File: src/rtl/traffic_controller.sv
// Two-road traffic light sequencer driven by a 32-step phase counter.
// Optional pedestrian request/walk feature is enabled by defining TRAFFIC_PED_REQ_EN.

// state | meaning
// MG    | main green, side red      (counter 0-13)
// MY    | main yellow, side red     (counter 14-16)
// AR1   | all red                   (counter 17)
// SG    | main red, side green      (counter 18-25)
// SY    | main red, side yellow     (counter 26-28)
// AR2   | all red                   (counter 29-31)
module traffic_controller #(
  parameter logic [5:0] PED_JUMP = 6'd9
) (
  input  logic       clk,
  input  logic       rst,
  input  logic       tick,
  input  logic       ped,
  output logic [5:0] counter,
  output logic [2:0] main_light,
  output logic [2:0] side_light,
  output logic       walk
);

  localparam logic [2:0] LAMP_G = 3'b001;
  localparam logic [2:0] LAMP_Y = 3'b010;
  localparam logic [2:0] LAMP_R = 3'b100;

  typedef enum logic [2:0] {MG, MY, AR1, SG, SY, AR2} state_t;

  state_t     state, state_next;
  logic [5:0] counter_next;
  logic [2:0] main_next, side_next;
  logic       walk_next;

  function automatic state_t phase_of(input logic [5:0] c);
    state_t s;
    if (c <= 6'd13)      s = MG;
    else if (c <= 6'd16) s = MY;
    else if (c == 6'd17) s = AR1;
    else if (c <= 6'd25) s = SG;
    else if (c <= 6'd28) s = SY;
    else                 s = AR2;
    return s;
  endfunction

`ifdef TRAFFIC_PED_REQ_EN
  logic flag, flag_next;
  logic jump;

  // A request only shortens main green; late requests run the phase out normally.
  assign jump = (state == MG) && flag && (counter < (PED_JUMP - 6'd1));
`else
  logic unused_ped;
  localparam logic [5:0] unused_ped_jump = PED_JUMP;
  assign unused_ped = ped;
`endif

  always_ff @(posedge clk or posedge rst) begin
    if (rst) begin
      state      <= MG;
      counter    <= '0;
      main_light <= LAMP_G;
      side_light <= LAMP_R;
      walk       <= 1'b0;
    end else begin
      state      <= state_next;
      counter    <= counter_next;
      main_light <= main_next;
      side_light <= side_next;
      walk       <= walk_next;
    end
  end

`ifdef TRAFFIC_PED_REQ_EN
  always_ff @(posedge clk or posedge rst) begin
    if (rst) flag <= 1'b0;
    else     flag <= flag_next;
  end
`endif

  always_comb begin
    counter_next = counter;
    walk_next    = walk;
`ifdef TRAFFIC_PED_REQ_EN
    flag_next    = flag;
`endif

    if (tick) begin
`ifdef TRAFFIC_PED_REQ_EN
      if (jump)
        counter_next = PED_JUMP;
      else
`endif
      if (state == AR2 && counter == 6'd31)
        counter_next = '0;
      else
        counter_next = counter + 6'd1;
    end

    state_next = phase_of(counter_next);

`ifdef TRAFFIC_PED_REQ_EN
    if (tick && state_next == SG && state != SG) begin
      walk_next = flag;
      flag_next = 1'b0;
    end else if (state_next != SG) begin
      walk_next = 1'b0;
    end
    // A press in the clearing cycle must not be lost.
    if (ped)
      flag_next = 1'b1;
`else
    walk_next = 1'b0;
`endif

    main_next = LAMP_R;
    side_next = LAMP_R;
    case (state_next)
      MG:      begin main_next = LAMP_G; side_next = LAMP_R; end
      MY:      begin main_next = LAMP_Y; side_next = LAMP_R; end
      SG:      begin main_next = LAMP_R; side_next = LAMP_G; end
      SY:      begin main_next = LAMP_R; side_next = LAMP_Y; end
      default: begin main_next = LAMP_R; side_next = LAMP_R; end
    endcase
  end

endmodule

File: config.mk
export PLATFORM = sky130hd
export DESIGN_NAME = traffic_controller
export DESIGN_NICKNAME = d
export VERILOG_FILES = /design/src/rtl/traffic_controller.sv
export SDC_FILE = /design/constraint.sdc
export NUM_CORES = 1
export LEC_CHECK = 0
export ABC_AREA = 1
export CAP_MARGIN = 20
export CORE_UTILIZATION = 45
export CTS_BUF_LIST = sky130_fd_sc_hd__clkbuf_8 sky130_fd_sc_hd__clkbuf_16
export DETAILED_ROUTE_END_ITERATION = 8
export GPL_ROUTABILITY_DRIVEN = 0
export HOLD_SLACK_MARGIN = 0.03
export PLACE_DENSITY_LB_ADDON = 0.08
export RECOVER_POWER = 50
export SLEW_MARGIN = 20
export SYNTH_ARGS = -nofsm -noshare
export SYNTH_HDL_FRONTEND = slang
export SYNTH_SLANG_ARGS = --single-unit
File: constraint.sdc
create_clock -name clk -period 1.9 [get_ports clk]
set_input_delay 0.475 -clock clk [delete_from_list [all_inputs] [get_ports clk]]
set_output_delay 0.475 -clock clk [all_outputs]
set_load 0.05 [all_outputs]
======== After elaboration in Yosys (flattened, before gate mapping) ========
Index checks and enable logic that the tools add are counted.
word-level totals
  bits in registers ....................... 15
  input bits .............................. 4
  output and inout bits ................... 13
operators by class
  add/subtract/negate cells ............... 1
  $lt $le $gt $ge ......................... 4
  eq/ne operators ......................... 6
  mux-type cells .......................... 9
  reductions and logical operators ........ 2
operator list
  kind                                                                    count
  6-bit by 5-bit <= comparator with 1-bit output (second input constant)  3
  6-bit by 5-bit == test with 1-bit output (second input constant)        2
  3-bit two-way mux                                                       4
  6-bit two-way mux                                                       2
  3-bit case mux with 2 select lines                                      2
  6-bit by 1-bit adder with 6-bit output (second input constant)          1
  3-bit == test (second input constant)                                   2
  6-bit by 4-bit <= comparator with 1-bit output (second input constant)  1
  3-bit by 1-bit == test with 1-bit output (second input constant)        1
  3-bit by 2-bit == test with 1-bit output (second input constant)        1
  3-bit logical NOT                                                       1
  1-bit logical AND                                                       1
  1-bit two-way mux                                                       1

======== Depth between registers and ports, before layout ========
Gate-level depths: netlist of run 1.
  depth in word-level cells ............... 12
  mapped depth ............................ 12

======== Least setup slack after synthesis of run 1 ========
Ideal clock, no wire load.
  path kind ............................... reg2reg
  from .................................... register counter[0]
  to ...................................... register state[0]
  data arrival time ....................... 1,827 ps
  required time ........................... 1,773 ps
  slack ................................... -55 ps
  cell stages (with the launch flop) ...... 11
  path buffers ............................ 0
  clock period less this slack ............ 1,955 ps
  cells stage by stage .................... dfrtp_1 ha_1 nand2_2 xor2_1 nand2_1 o21ai_1 inv_2 nand2_4 nand2_2 nand2_2 nor2_1
on the way
  cells in the longest elaborated chain, start to end .. 10
ends and longest elaborated chain
  what                                                                            line  RTL
  start, declared                                                                 18    output logic [5:0] counter,
  start signal, assigned                                                          67    counter <= counter_next;
  branches (longest 2 deep; another with 6-bit by 1-bit adder with 6-bit output)  --
  6-bit two-way mux (*)                                                           94    if (state == AR2 && counter == 6'd31)
  6-bit two-way mux (*)                                                           88    if (tick) begin
  net counter_next[2]                                                             31    logic [5:0] counter_next;
  6-bit by 5-bit <= comparator with 1-bit output                                  41    else if (c <= 6'd28) s = SY;
  1-bit two-way mux                                                               41
  3-bit two-way mux                                                               40    else if (c <= 6'd25) s = SG;
  3-bit two-way mux                                                               39    else if (c == 6'd17) s = AR1;
  3-bit two-way mux                                                               38    else if (c <= 6'd16) s = MY;
  3-bit two-way mux (*)                                                           37    if (c <= 6'd13) s = MG;
  net state_next[0]                                                               30    state_t state, state_next;
  end signal, assigned                                                            66    state <= state_next;
  end, declared                                                                   30
Mark *: on every way through the listed nets, which the timed path passes.

======== Final worst setup path of run 1 ========
  from .................................... register counter[0]
  to ...................................... register state[0]
on the way
  cells in the longest elaborated chain, start to end .. 10
ends and longest elaborated chain
  what                                                                            line
  branches (longest 3 deep; another with 6-bit by 1-bit adder with 6-bit output)  --
  6-bit two-way mux (*)                                                           88
  6-bit by 5-bit <= comparator with 1-bit output                                  41
  1-bit two-way mux                                                               41
  3-bit two-way mux                                                               40
  3-bit two-way mux                                                               39
  3-bit two-way mux                                                               38
  3-bit two-way mux (*)                                                           37
  net state_next[0]                                                               30
Marked as above.

==> summary.log, run 1 <==
qor: sta.report.final.slew_viol_count 0
qor: floorplan.chipWidth 43.5 µm
qor: floorplan.floorplan.die.height 43.5 µm
qor: grt.grt_pass1_vias 554
qor: route.detail_route.vias_per_cell 4.52
qor: sta.layout_setup_ws 0.157 ns
qor: route.totalWireLength 1310 µm
qor: floorplan.ioPinCount 17
qor: clocking.clock_tree_from_tritoncts built
qor: floorplan.core.rowCount 14
qor: synthesis.synthDistinctLibCells 24
qor: route.post_drt_wl_per_cell 10.2 µm
qor: place.post_place_worst_slack -0.270 ns
qor: critical_path.worst-r2r-setup-slack 0.16 ns
qor: finish.layout.nets 119
qor: place.placed_area 967 µm²
qor: clocking.cts_inserted_buffers 3
qor: sta.finClkSkew 0.000527 ns
qor: critical_path.timing.critical_path.required 2.02 ns
qor: synthesis.yosys.area.top_type sky130_fd_sc_hd__dfrtp_1
qor: finish.multiInputGateArea 317 µm²
qor: sta.clock.fmax 574 MHz
qor: finish.stdcell_area 1000 µm²
qor: grt.overflow 0
qor: critical_path.critical_path_peak_fanout 6
qor: synthesis.mappedNetlistArea 774 µm²
qor: sta.endpoints_failing_hold 0
qor: sta.setup_viol_count_final 0
qor: finish.final_common_cell sky130_fd_sc_hd__buf_4
qor: critical_path.cp-end-kind flip-flop
qor: synthesis.yosysWarnings 0
qor: sta.slew-limit-headroom 60.7%
qor: floorplan.core_region_area 1560 µm²
qor: finish.layout.cells.most_common_list 17 x sky130_fd_sc_hd__buf_4, 16 x sky130_fd_sc_hd__nand2_1, 15 x sky130_fd_sc_hd__inv_1, 11 x sky130_fd_sc_hd__dfrtp_1, 7 x sky130_fd_sc_hd__nand2_2
qor: synthesis.synth_cells 87
qor: place.place_hpwl 1020 µm
qor: finish.antenna_cells 0
qor: finish.drive_above_1_share 42.5%
qor: route.ant_nets 0
qor: clocking.clkSinkCount 15
qor: clocking.cts_root_buf sky130_fd_sc_hd__clkbuf_8
qor: grt.grt_start_max_net_pins 16
qor: route.drt_first_pass_iters 6
qor: synthesis.syn_avg_cell_area 8.90 µm²
qor: clocking.clock_latency 0.24 ns
qor: finish.areaGrowthSynthToFinish 29.1%
qor: synthesis.synth_top_area_share 42.0%
qor: finish.num-fill-cells 136
qor: grt.initial_antenna_violation_count 0
qor: place.portBuffers 14
qor: clocking.worst_setup_hold_path_clk_slew 0.06 ns
qor: critical_path.worst_ep_arrival_time 1.86 ns
qor: critical_path.worstSetupEndpoint state[0]$_DFF_PP0_
qor: job.max_cap_violations 0
qor: sta.final.min_clock_period 1.74 ns
qor: route.drt_iter0_drc 10
qor: critical_path.startpoint counter[0]$_DFF_PP0_
qor: critical_path.rr_endpoint state[0]$_DFF_PP0_
qor: grt.grt_first_pass_wirelength 2290 µm
qor: synthesis.yosys-top-cells-area sky130_fd_sc_hd__dfrtp_1 42%, sky130_fd_sc_hd__nand2_1 8.2%, sky130_fd_sc_hd__inv_1 7.3%
qor: critical_path.regToRegStartpoint counter[0]$_DFF_PP0_
qor: route.detail_route.drc_violations 4
qor: critical_path.critPathKind reg2reg
qor: grt.grt_use_total 17.0%
qor: clocking.cts.hold.buffers_added 0
qor: route.dr_total_vias 583
qor: finish.regArea 380 µm²
qor: sta.max_slew.worst_pin.slew 0.593 ns
qor: synthesis.synth-seq-area-share 48.8%
qor: clocking.ctsLongestPathBuffers 2
qor: critical_path.reg2reg_depth 11
qor: synthesis.postSynthRegisterBits 15
qor: clocking.htreeDepth 1
qor: sta.final.period_utilization 91.7%
qor: run_status.outcome finished with violations
qor: synthesis.synth_nets 92
qor: floorplan.design.die.area 1890 µm²
qor: sta.rsz0062_at_grt no
qor: hold_path.min-delay-path-class reg2reg
qor: critical_path.cp-start-kind flip-flop
qor: run_status.violations design-rule violations
qor: floorplan.start_util 49.7%
critical path, stage by stage (launching register included):
cell	delay, ns
sky130_fd_sc_hd__dfrtp_2	0.43
sky130_fd_sc_hd__ha_1	0.22
sky130_fd_sc_hd__nand2_2	0.13
sky130_fd_sc_hd__nor2_4	0.05
sky130_fd_sc_hd__nand3_2	0.11
sky130_fd_sc_hd__nand3_2	0.16
sky130_fd_sc_hd__o21ai_1	0.17
sky130_fd_sc_hd__inv_2	0.07
sky130_fd_sc_hd__nand2_4	0.10
sky130_fd_sc_hd__nand2_2	0.07
sky130_fd_sc_hd__nand2_2	0.07
sky130_fd_sc_hd__nor2_1	0.04
per-stage QoR:
stage	setup TNS, ns	utilization (%)	cells	hold WS (ns)
2_1_floorplan	0	-	87	0.375
3_3_place_gp	-1.45	62.0	125	0.621
3_5_place_dp	-1.58	62.0	125	0.629
4_1_cts	0	65.4	129	0.612
5_1_grt	0	64.1	129	0.700
6_report	0	64.1	129	0.650
cells in the mapped netlist:
cell type	instances
sky130_fd_sc_hd__a21oi_2	1
sky130_fd_sc_hd__a31oi_1	1
sky130_fd_sc_hd__buf_4	1
sky130_fd_sc_hd__conb_1	1
sky130_fd_sc_hd__dfrtp_1	13
sky130_fd_sc_hd__dfstp_2	2
sky130_fd_sc_hd__ha_1	1
sky130_fd_sc_hd__inv_1	15
sky130_fd_sc_hd__inv_2	5
sky130_fd_sc_hd__nand2_1	17
sky130_fd_sc_hd__nand2_2	6
sky130_fd_sc_hd__nand2_4	2
sky130_fd_sc_hd__nand3_1	2
sky130_fd_sc_hd__nand3_2	2
sky130_fd_sc_hd__nand4_1	1
sky130_fd_sc_hd__nor2_1	5
sky130_fd_sc_hd__nor2_2	3
sky130_fd_sc_hd__nor2_4	1
sky130_fd_sc_hd__nor2_8	1
sky130_fd_sc_hd__nor3_1	1
sky130_fd_sc_hd__o21ai_0	2
sky130_fd_sc_hd__o21ai_1	1
sky130_fd_sc_hd__xor2_1	2
sky130_fd_sc_hd__xor2_2	1
final cells by class:
cell class | count | area share [%]
sequential | 15 | 38.0
multi-input combinational | 51 | 31.7
timing repair buffer | 23 | 16.1
inverter | 20 | 7.51
clock buffer | 3 | 4.13
tap | 16 | 2.00
clock inverter | 1 | 0.501
logic make-up after synthesis:
logic type / share of synthesized area [%]
buffers and inverters: 10.7
XOR/XNOR: 4.36
AND/OR/NAND/NOR: 30.2
AO/OA/AOI/OAI: 3.88
flip-flops: 48.8
adder cells (fa/ha/maj): 1.62
other: 0.484
state kept, by name, indices dropped and copies added (netlist names):
| name | cells |
|---|---|
| main_light | 3 |
| side_light | 3 |
| counter | 6 |
| state | 3 |
metal layers:
metal | global-route usage (%) | vias up | wire length [µm]
li1 | - | 304 | -
met3 | 2.50 | 4 | 48
met4 | 11.3 | 0 | 28
met1 | 23.8 | 262 | 661
met5 | 0 | - | 0
met2 | 24.5 | 13 | 572
worst min path at each step:
stage,depth (start not counted),startpoint,to
floorplan,1,rst,counter[2]$_DFF_PP0_
global placement,2,counter[2]$_DFF_PP0_,counter[2]$_DFF_PP0_
detailed placement,2,counter[2]$_DFF_PP0_,counter[2]$_DFF_PP0_
CTS,2,rst,counter[5]$_DFF_PP0_
global route,2,counter[2]$_DFF_PP0_,counter[2]$_DFF_PP0_
finish,2,counter[2]$_DFF_PP0_,counter[2]$_DFF_PP0_
timing repair:
action | CTS | global route
buffers inserted | 0 | 0
endpoints found under the setup margin | 1 | 1
resized for setup | 2 | 1
pin swaps | 1 | 1
Power of run 1 is not shown: default switching activity piles up to over one toggle a cycle in this logic, so the estimate is an artifact.
==> inputs of run 2 (changes only) <==
GPL_TIMING_DRIVEN = 0   (was default)
PLACE_DENSITY = 0.68   (was default)
PLACE_DENSITY_LB_ADDON = default   (was 0.08)
==> run 2 against run 1 <==
Net effect: the flow still finishes with violations (design-rule violations); clock skew up 0.00069 ns; via count down 7.4%; worst hold slack better by 0.020 ns; critical endpoint is now side_light[1].
==> summary.log, run 2 (synthesized netlist as in run 1, its figures left out) <==
qor: grt.grt_pass1_vias 503
qor: grt.initial_antenna_violation_count 0
qor: sta.report.final.slew_viol_count 0
qor: floorplan.floorplan.die.height 43.5 µm
qor: route.totalWireLength 1260 µm
qor: sta.final.period_utilization 96.5%
qor: finish.finalNonFillerCells 121
qor: critical_path.crit_family buffers and inverters
qor: route.ant_nets 0
qor: route.dr_total_vias 540
qor: route.drt_iter0_drc 11
qor: sta.endpoints_failing_hold 0
qor: floorplan.start_util 49.7%
qor: finish.layout.cells.most_common_list 17 x sky130_fd_sc_hd__nand2_1, 15 x sky130_fd_sc_hd__inv_1, 11 x sky130_fd_sc_hd__dfrtp_1, 8 x sky130_fd_sc_hd__dlygate4sd2_1, 6 x sky130_fd_sc_hd__nand2_2
qor: critical_path.critPathKind reg2out
qor: critical_path.timing.critical_path.required 1.42 ns
qor: floorplan.core_region_area 1560 µm²
qor: finish.largest_reg_flops 6
qor: sta.setup_viol_count_final 0
qor: sta.final.min_clock_period 1.83 ns
qor: floorplan.ioPinCount 17
qor: clocking.clock_tree_from_tritoncts built
qor: critical_path.critPathSlowestCell sky130_fd_sc_hd__clkdlybuf4s50_1
qor: place.placed_area 937 µm²
qor: hold_path.min-delay-path-class reg2reg
qor: clocking.clock_latency 0.24 ns
qor: finish.top_register counter
qor: finish.drive_above_1_share 31.4%
qor: grt.grt_use_total 16.7%
qor: sta.rsz0062_at_grt no
qor: critical_path.worst_ep_arrival_time 1.36 ns
qor: floorplan.chipWidth 43.5 µm
qor: grt.grt_first_pass_wirelength 2230 µm
qor: route.post_drt_wl_per_cell 10.4 µm
qor: critical_path.critical_path_peak_fanout 1
qor: grt.overflow 0
qor: run_status.outcome finished with violations
qor: route.drt_first_pass_iters 6
qor: floorplan.design.die.area 1890 µm²
qor: grt.grt_start_max_net_pins 16
qor: place.place_hpwl 954 µm
qor: job.max_cap_violations 0
qor: floorplan.core.rowCount 14
qor: clocking.htreeDepth 1
qor: finish.areaGrowthSynthToFinish 27.8%
qor: critical_path.worst-path-buf-inv 1
qor: finish.layout.nets 111
qor: sta.max_slew.worst_pin.slew 0.551 ns
qor: route.detail_route.drc_violations 4
qor: place.portBuffers 14
qor: finish.num-fill-cells 143
qor: clocking.cts_root_buf sky130_fd_sc_hd__clkbuf_8
qor: sta.clock.fmax 545 MHz
qor: critical_path.cp-start-kind flip-flop
qor: critical_path.worst_path_max_stage_delay 0.80 ns
qor: place.dp_cells 117
qor: clocking.worst_setup_hold_path_clk_slew 0.06 ns
qor: route.detail_route.vias_per_cell 4.46
qor: sta.finClkSkew 0.00122 ns
qor: clocking.clkSinkCount 15
qor: finish.antenna_cells 0
qor: critical_path.cp_cell_sequence clkdlybuf4s50_1
qor: sta.slew-limit-headroom 63.3%
qor: critical_path.cp-end-kind output pin
qor: clocking.ctsLongestPathBuffers 2
qor: finish.final_common_cell sky130_fd_sc_hd__nand2_1
qor: clocking.cts_inserted_buffers 3
qor: run_status.violations design-rule violations
qor: finish.stdcell_area 990 µm²
[run 2: worst paths after layout]
check | end | slack, ns | depth (start not counted) | startpoint
setup reg to reg | state[0]$_DFF_PP0_ | 0.12 | 10 | counter[0]$_DFF_PP0_
min in group asynchronous | counter[5]$_DFF_PP0_ | 0.71 | 2 | rst
setup / recovery | side_light[1] | 0.07 | 1 | side_light[1]$_DFF_PP0_
hold / removal | counter[0]$_DFF_PP0_ | 0.67 | 3 | counter[0]$_DFF_PP0_
max in group asynchronous | counter[0]$_DFF_PP0_ | 0.79 | 2 | rst
hold reg to reg | counter[0]$_DFF_PP0_ | 0.67 | 3 | counter[0]$_DFF_PP0_
[run 2: layer usage]
| layer | global-route usage (%) | up-vias | share of wire, % |
|---|---|---|---|
| met5 | 0 | - | 0 |
| met4 | 9.38 | 0 | 1.4 |
| met3 | 3.75 | 2 | 3.4 |
| met2 | 25.2 | 9 | 47 |
| met1 | 22.4 | 240 | 48 |
| li1 | - | 289 | - |
[run 2: metrics by stage]
step	hold slack [ns]	util, %	setup TNS (ns)	setup WS, ns
2_1_floorplan	0.375	-	0	0.0644
3_3_place_gp	0.640	60.1	-2.29	-0.355
3_5_place_dp	0.650	60.1	-2.61	-0.394
4_1_cts	0.595	63.3	0	0.00713
5_1_grt	0.709	63.5	0	0.00899
6_report	0.670	63.5	0	0.0664
[run 2: what timing repair did]
action | 4_1_cts | 5_1_grt
setup endpoints to repair | 13 | 1
hold buffers | 0 | 0
gates cloned | 0 | 0
endpoints found under the hold margin | 0 | 0
resized for setup | 10 | 1
buffers inserted | 0 | 0
[run 2: area by class of cell]
cell class / count / area [µm²] / share of cell area (%)
sequential: 15 / 380 / 38.4
multi-input combinational: 51 / 328 / 33.1
timing repair buffer: 14 / 133 / 13.4
inverter: 20 / 75.1 / 7.59
clock buffer: 3 / 41.3 / 4.17
tap: 16 / 20.0 / 2.02
buffer: 1 / 7.51 / 0.759
clock inverter: 1 / 5.00 / 0.506
Power of run 2 is left out for the same reason.
==> inputs of run 3 (changes only) <==
CAP_MARGIN = 15   (was 20)
CELL_PAD_IN_SITES_DETAIL_PLACEMENT = 0   (was default)
CELL_PAD_IN_SITES_GLOBAL_PLACEMENT = 1   (was default)
CORE_UTILIZATION = 36   (was 45)
GPL_TIMING_DRIVEN = default   (was 0)
PLACE_DENSITY = 0.73   (was 0.68)
==> run 3 against run 2 <==
Net effect: the flow now finishes without violations; clock skew about the same; global-route usage decreased by 2.8 points; die area rose by 24%; critical path type is now reg2reg.
==> summary.log, run 3 (synthesized netlist as in run 1, its figures left out) <==
qor: run_status.outcome finished, final reports clean
qor: critical_path.timing.critical_path.required 2.04 ns
qor: route.topRoutingLayerUsed met4
qor: clocking.ctsLongestPathBuffers 2
qor: finish.top_register counter
qor: grt.initial_antenna_violation_count 0
qor: job.max_cap_violations 0
qor: floorplan.chipWidth 48.4 µm
qor: finish.layout.nets 119
qor: critical_path.reg2reg_depth 10
qor: grt.grt_first_pass_wirelength 2440 µm
qor: critical_path.critPathKind reg2reg
qor: critical_path.critical_path_peak_fanout 4
qor: clocking.clock_tree_from_tritoncts built
qor: route.wl_met2 620 µm
qor: route.ant_nets 0
qor: finish.multiInputGateArea 322 µm²
qor: critical_path.worst-path-buf-inv 1
qor: sta.endpoints_failing_hold 0
qor: route.dr_total_vias 570
qor: clocking.cts_root_buf sky130_fd_sc_hd__clkbuf_8
qor: critical_path.worst_path_max_stage_delay 0.43 ns
qor: finish.regArea 380 µm²
qor: floorplan.floorplan.die.height 48.4 µm
qor: place.placed_area 981 µm²
qor: sta.max_slew.worst_pin.slew 0.541 ns
qor: clocking.clkSinkCount 15
qor: place.place_hpwl 1060 µm
qor: sta.final.min_clock_period 1.75 ns
qor: floorplan.ioPinCount 17
qor: clocking.cts_inserted_buffers 3
qor: route.totalWireLength 1350 µm
qor: finish.antenna_cells 0
qor: sta.finClkSkew 0.00105 ns
qor: floorplan.design.die.area 2340 µm²
qor: finish.layout.cells.most_common_list 21 x sky130_fd_sc_hd__buf_4, 17 x sky130_fd_sc_hd__nand2_1, 15 x sky130_fd_sc_hd__inv_1, 11 x sky130_fd_sc_hd__dfrtp_1, 6 x sky130_fd_sc_hd__nand2_2
qor: finish.areaGrowthSynthToFinish 33.4%
qor: hold_path.timing.hold.worst_path_depth 2
qor: grt.grt_use_total 13.9%
qor: route.drt_first_pass_iters 4
qor: clocking.worst_setup_hold_path_clk_slew 0.06 ns
qor: route.met1_length 645 µm
qor: sta.clock.fmax 573 MHz
qor: floorplan.core_region_area 2000 µm²
qor: critical_path.cp-end-kind flip-flop
qor: critical_path.cp-start-kind flip-flop
qor: sta.rsz0062_at_grt no
qor: grt.grt_start_max_net_pins 16
qor: place.portBuffers 14
qor: critical_path.crit_cells 10
qor: route.detail_route.drc_violations 0
qor: critical_path.worst_ep_arrival_time 1.89 ns
qor: critical_path.critPathSlowestCell sky130_fd_sc_hd__dfrtp_2
qor: finish.num-fill-cells 204
qor: clocking.clock_latency 0.24 ns
qor: route.met3_wirelength 39 µm
qor: finish.drive_above_1_share 46.0%
qor: grt.overflow 0
qor: floorplan.start_util 38.7%
qor: sta.final.period_utilization 91.9%
qor: route.post_drt_wl_per_cell 9.67 µm
qor: route.drt_iter0_drc 7
qor: route.detail_route.vias_per_cell 4.07
qor: floorplan.core.rowCount 16
qor: grt.grt_pass1_vias 572
qor: sta.report.final.slew_viol_count 0
qor: finish.largest_reg_flops 6
qor: finish.stdcell_area 1030 µm²
qor: critical_path.critPathMostFrequentCell sky130_fd_sc_hd__nand2_2
qor: hold_path.min-delay-path-class reg2reg
qor: sta.setup_viol_count_final 0
qor: sta.slew-limit-headroom 63.9%
qor: critical_path.cp_cell_sequence ha_1 -> nand2_2 -> xor2_2 -> nand2_1 -> o21ai_1 -> inv_2 -> nand2_4 -> nand2_2 -> nand2_2 -> nor2_1
qor: finish.final_common_cell sky130_fd_sc_hd__buf_4
qor: critical_path.crit_family simple AND/OR/NAND/NOR gates
qor: clocking.htreeDepth 1
## run 3: final timing paths
path	start	end	slack (ns)
worst min register to register	counter[2]$_DFF_PP0_	counter[2]$_DFF_PP0_	0.67
worst max register to register	counter[0]$_DFF_PP0_	state[0]$_DFF_PP0_	0.15
max in group asynchronous	rst	counter[0]$_DFF_PP0_	0.80
worst max-delay path	counter[0]$_DFF_PP0_	state[0]$_DFF_PP0_	0.15
min in group asynchronous	rst	main_light[2]$_DFF_PP0_	0.71
worst min-delay path	counter[2]$_DFF_PP0_	counter[2]$_DFF_PP0_	0.67
## run 3: metal layers
metal / vias up / track usage (%)
met5: - / 0
met4: 0 / 10.3
met3: 5 / 3.14
met2: 10 / 20.4
met1: 253 / 17.9
li1: 302 / -
## run 3: worst reg2reg max path, stage by stage, from the launching register on
cell                      delay, ns
sky130_fd_sc_hd__dfrtp_2       0.43
sky130_fd_sc_hd__ha_1          0.22
sky130_fd_sc_hd__nand2_2       0.12
sky130_fd_sc_hd__xor2_2        0.24
sky130_fd_sc_hd__nand2_1       0.08
sky130_fd_sc_hd__o21ai_1       0.19
sky130_fd_sc_hd__inv_2         0.07
sky130_fd_sc_hd__nand2_4       0.10
sky130_fd_sc_hd__nand2_2       0.08
sky130_fd_sc_hd__nand2_2       0.08
sky130_fd_sc_hd__nor2_1        0.04
## run 3: cell type report
type                    instances  share of cell area, %
inverters                      20                   7.26
flip-flops and latches         15                   36.8
clock buffers                   3                   4.00
clock inverters                 1                  0.484
repair buffers                 23                   17.1
multi-input cells              51                   31.1
well taps                      27                   3.27
## run 3: metrics by stage
step	setup slack (ns)	std cells	util [%]	TNS (ns)	hold WS, ns
floorplan	0.0644	87	-	0	0.375
finish	0.155	140	51.6	0	0.675
detailed placement	-0.275	136	49.0	-1.54	0.628
global route	0.00422	140	51.6	0	0.705
global placement	-0.264	136	49.0	-1.52	0.634
CTS	0.0980	140	51.2	0	0.601
## run 3: what timing repair did
action	CTS	global route
hold buffers	0	0
endpoints found under the setup margin	2	2
gates resized for setup	1	1
pin swaps	1	0
buffers inserted	0	0
Power of run 3 is left out for the same reason.
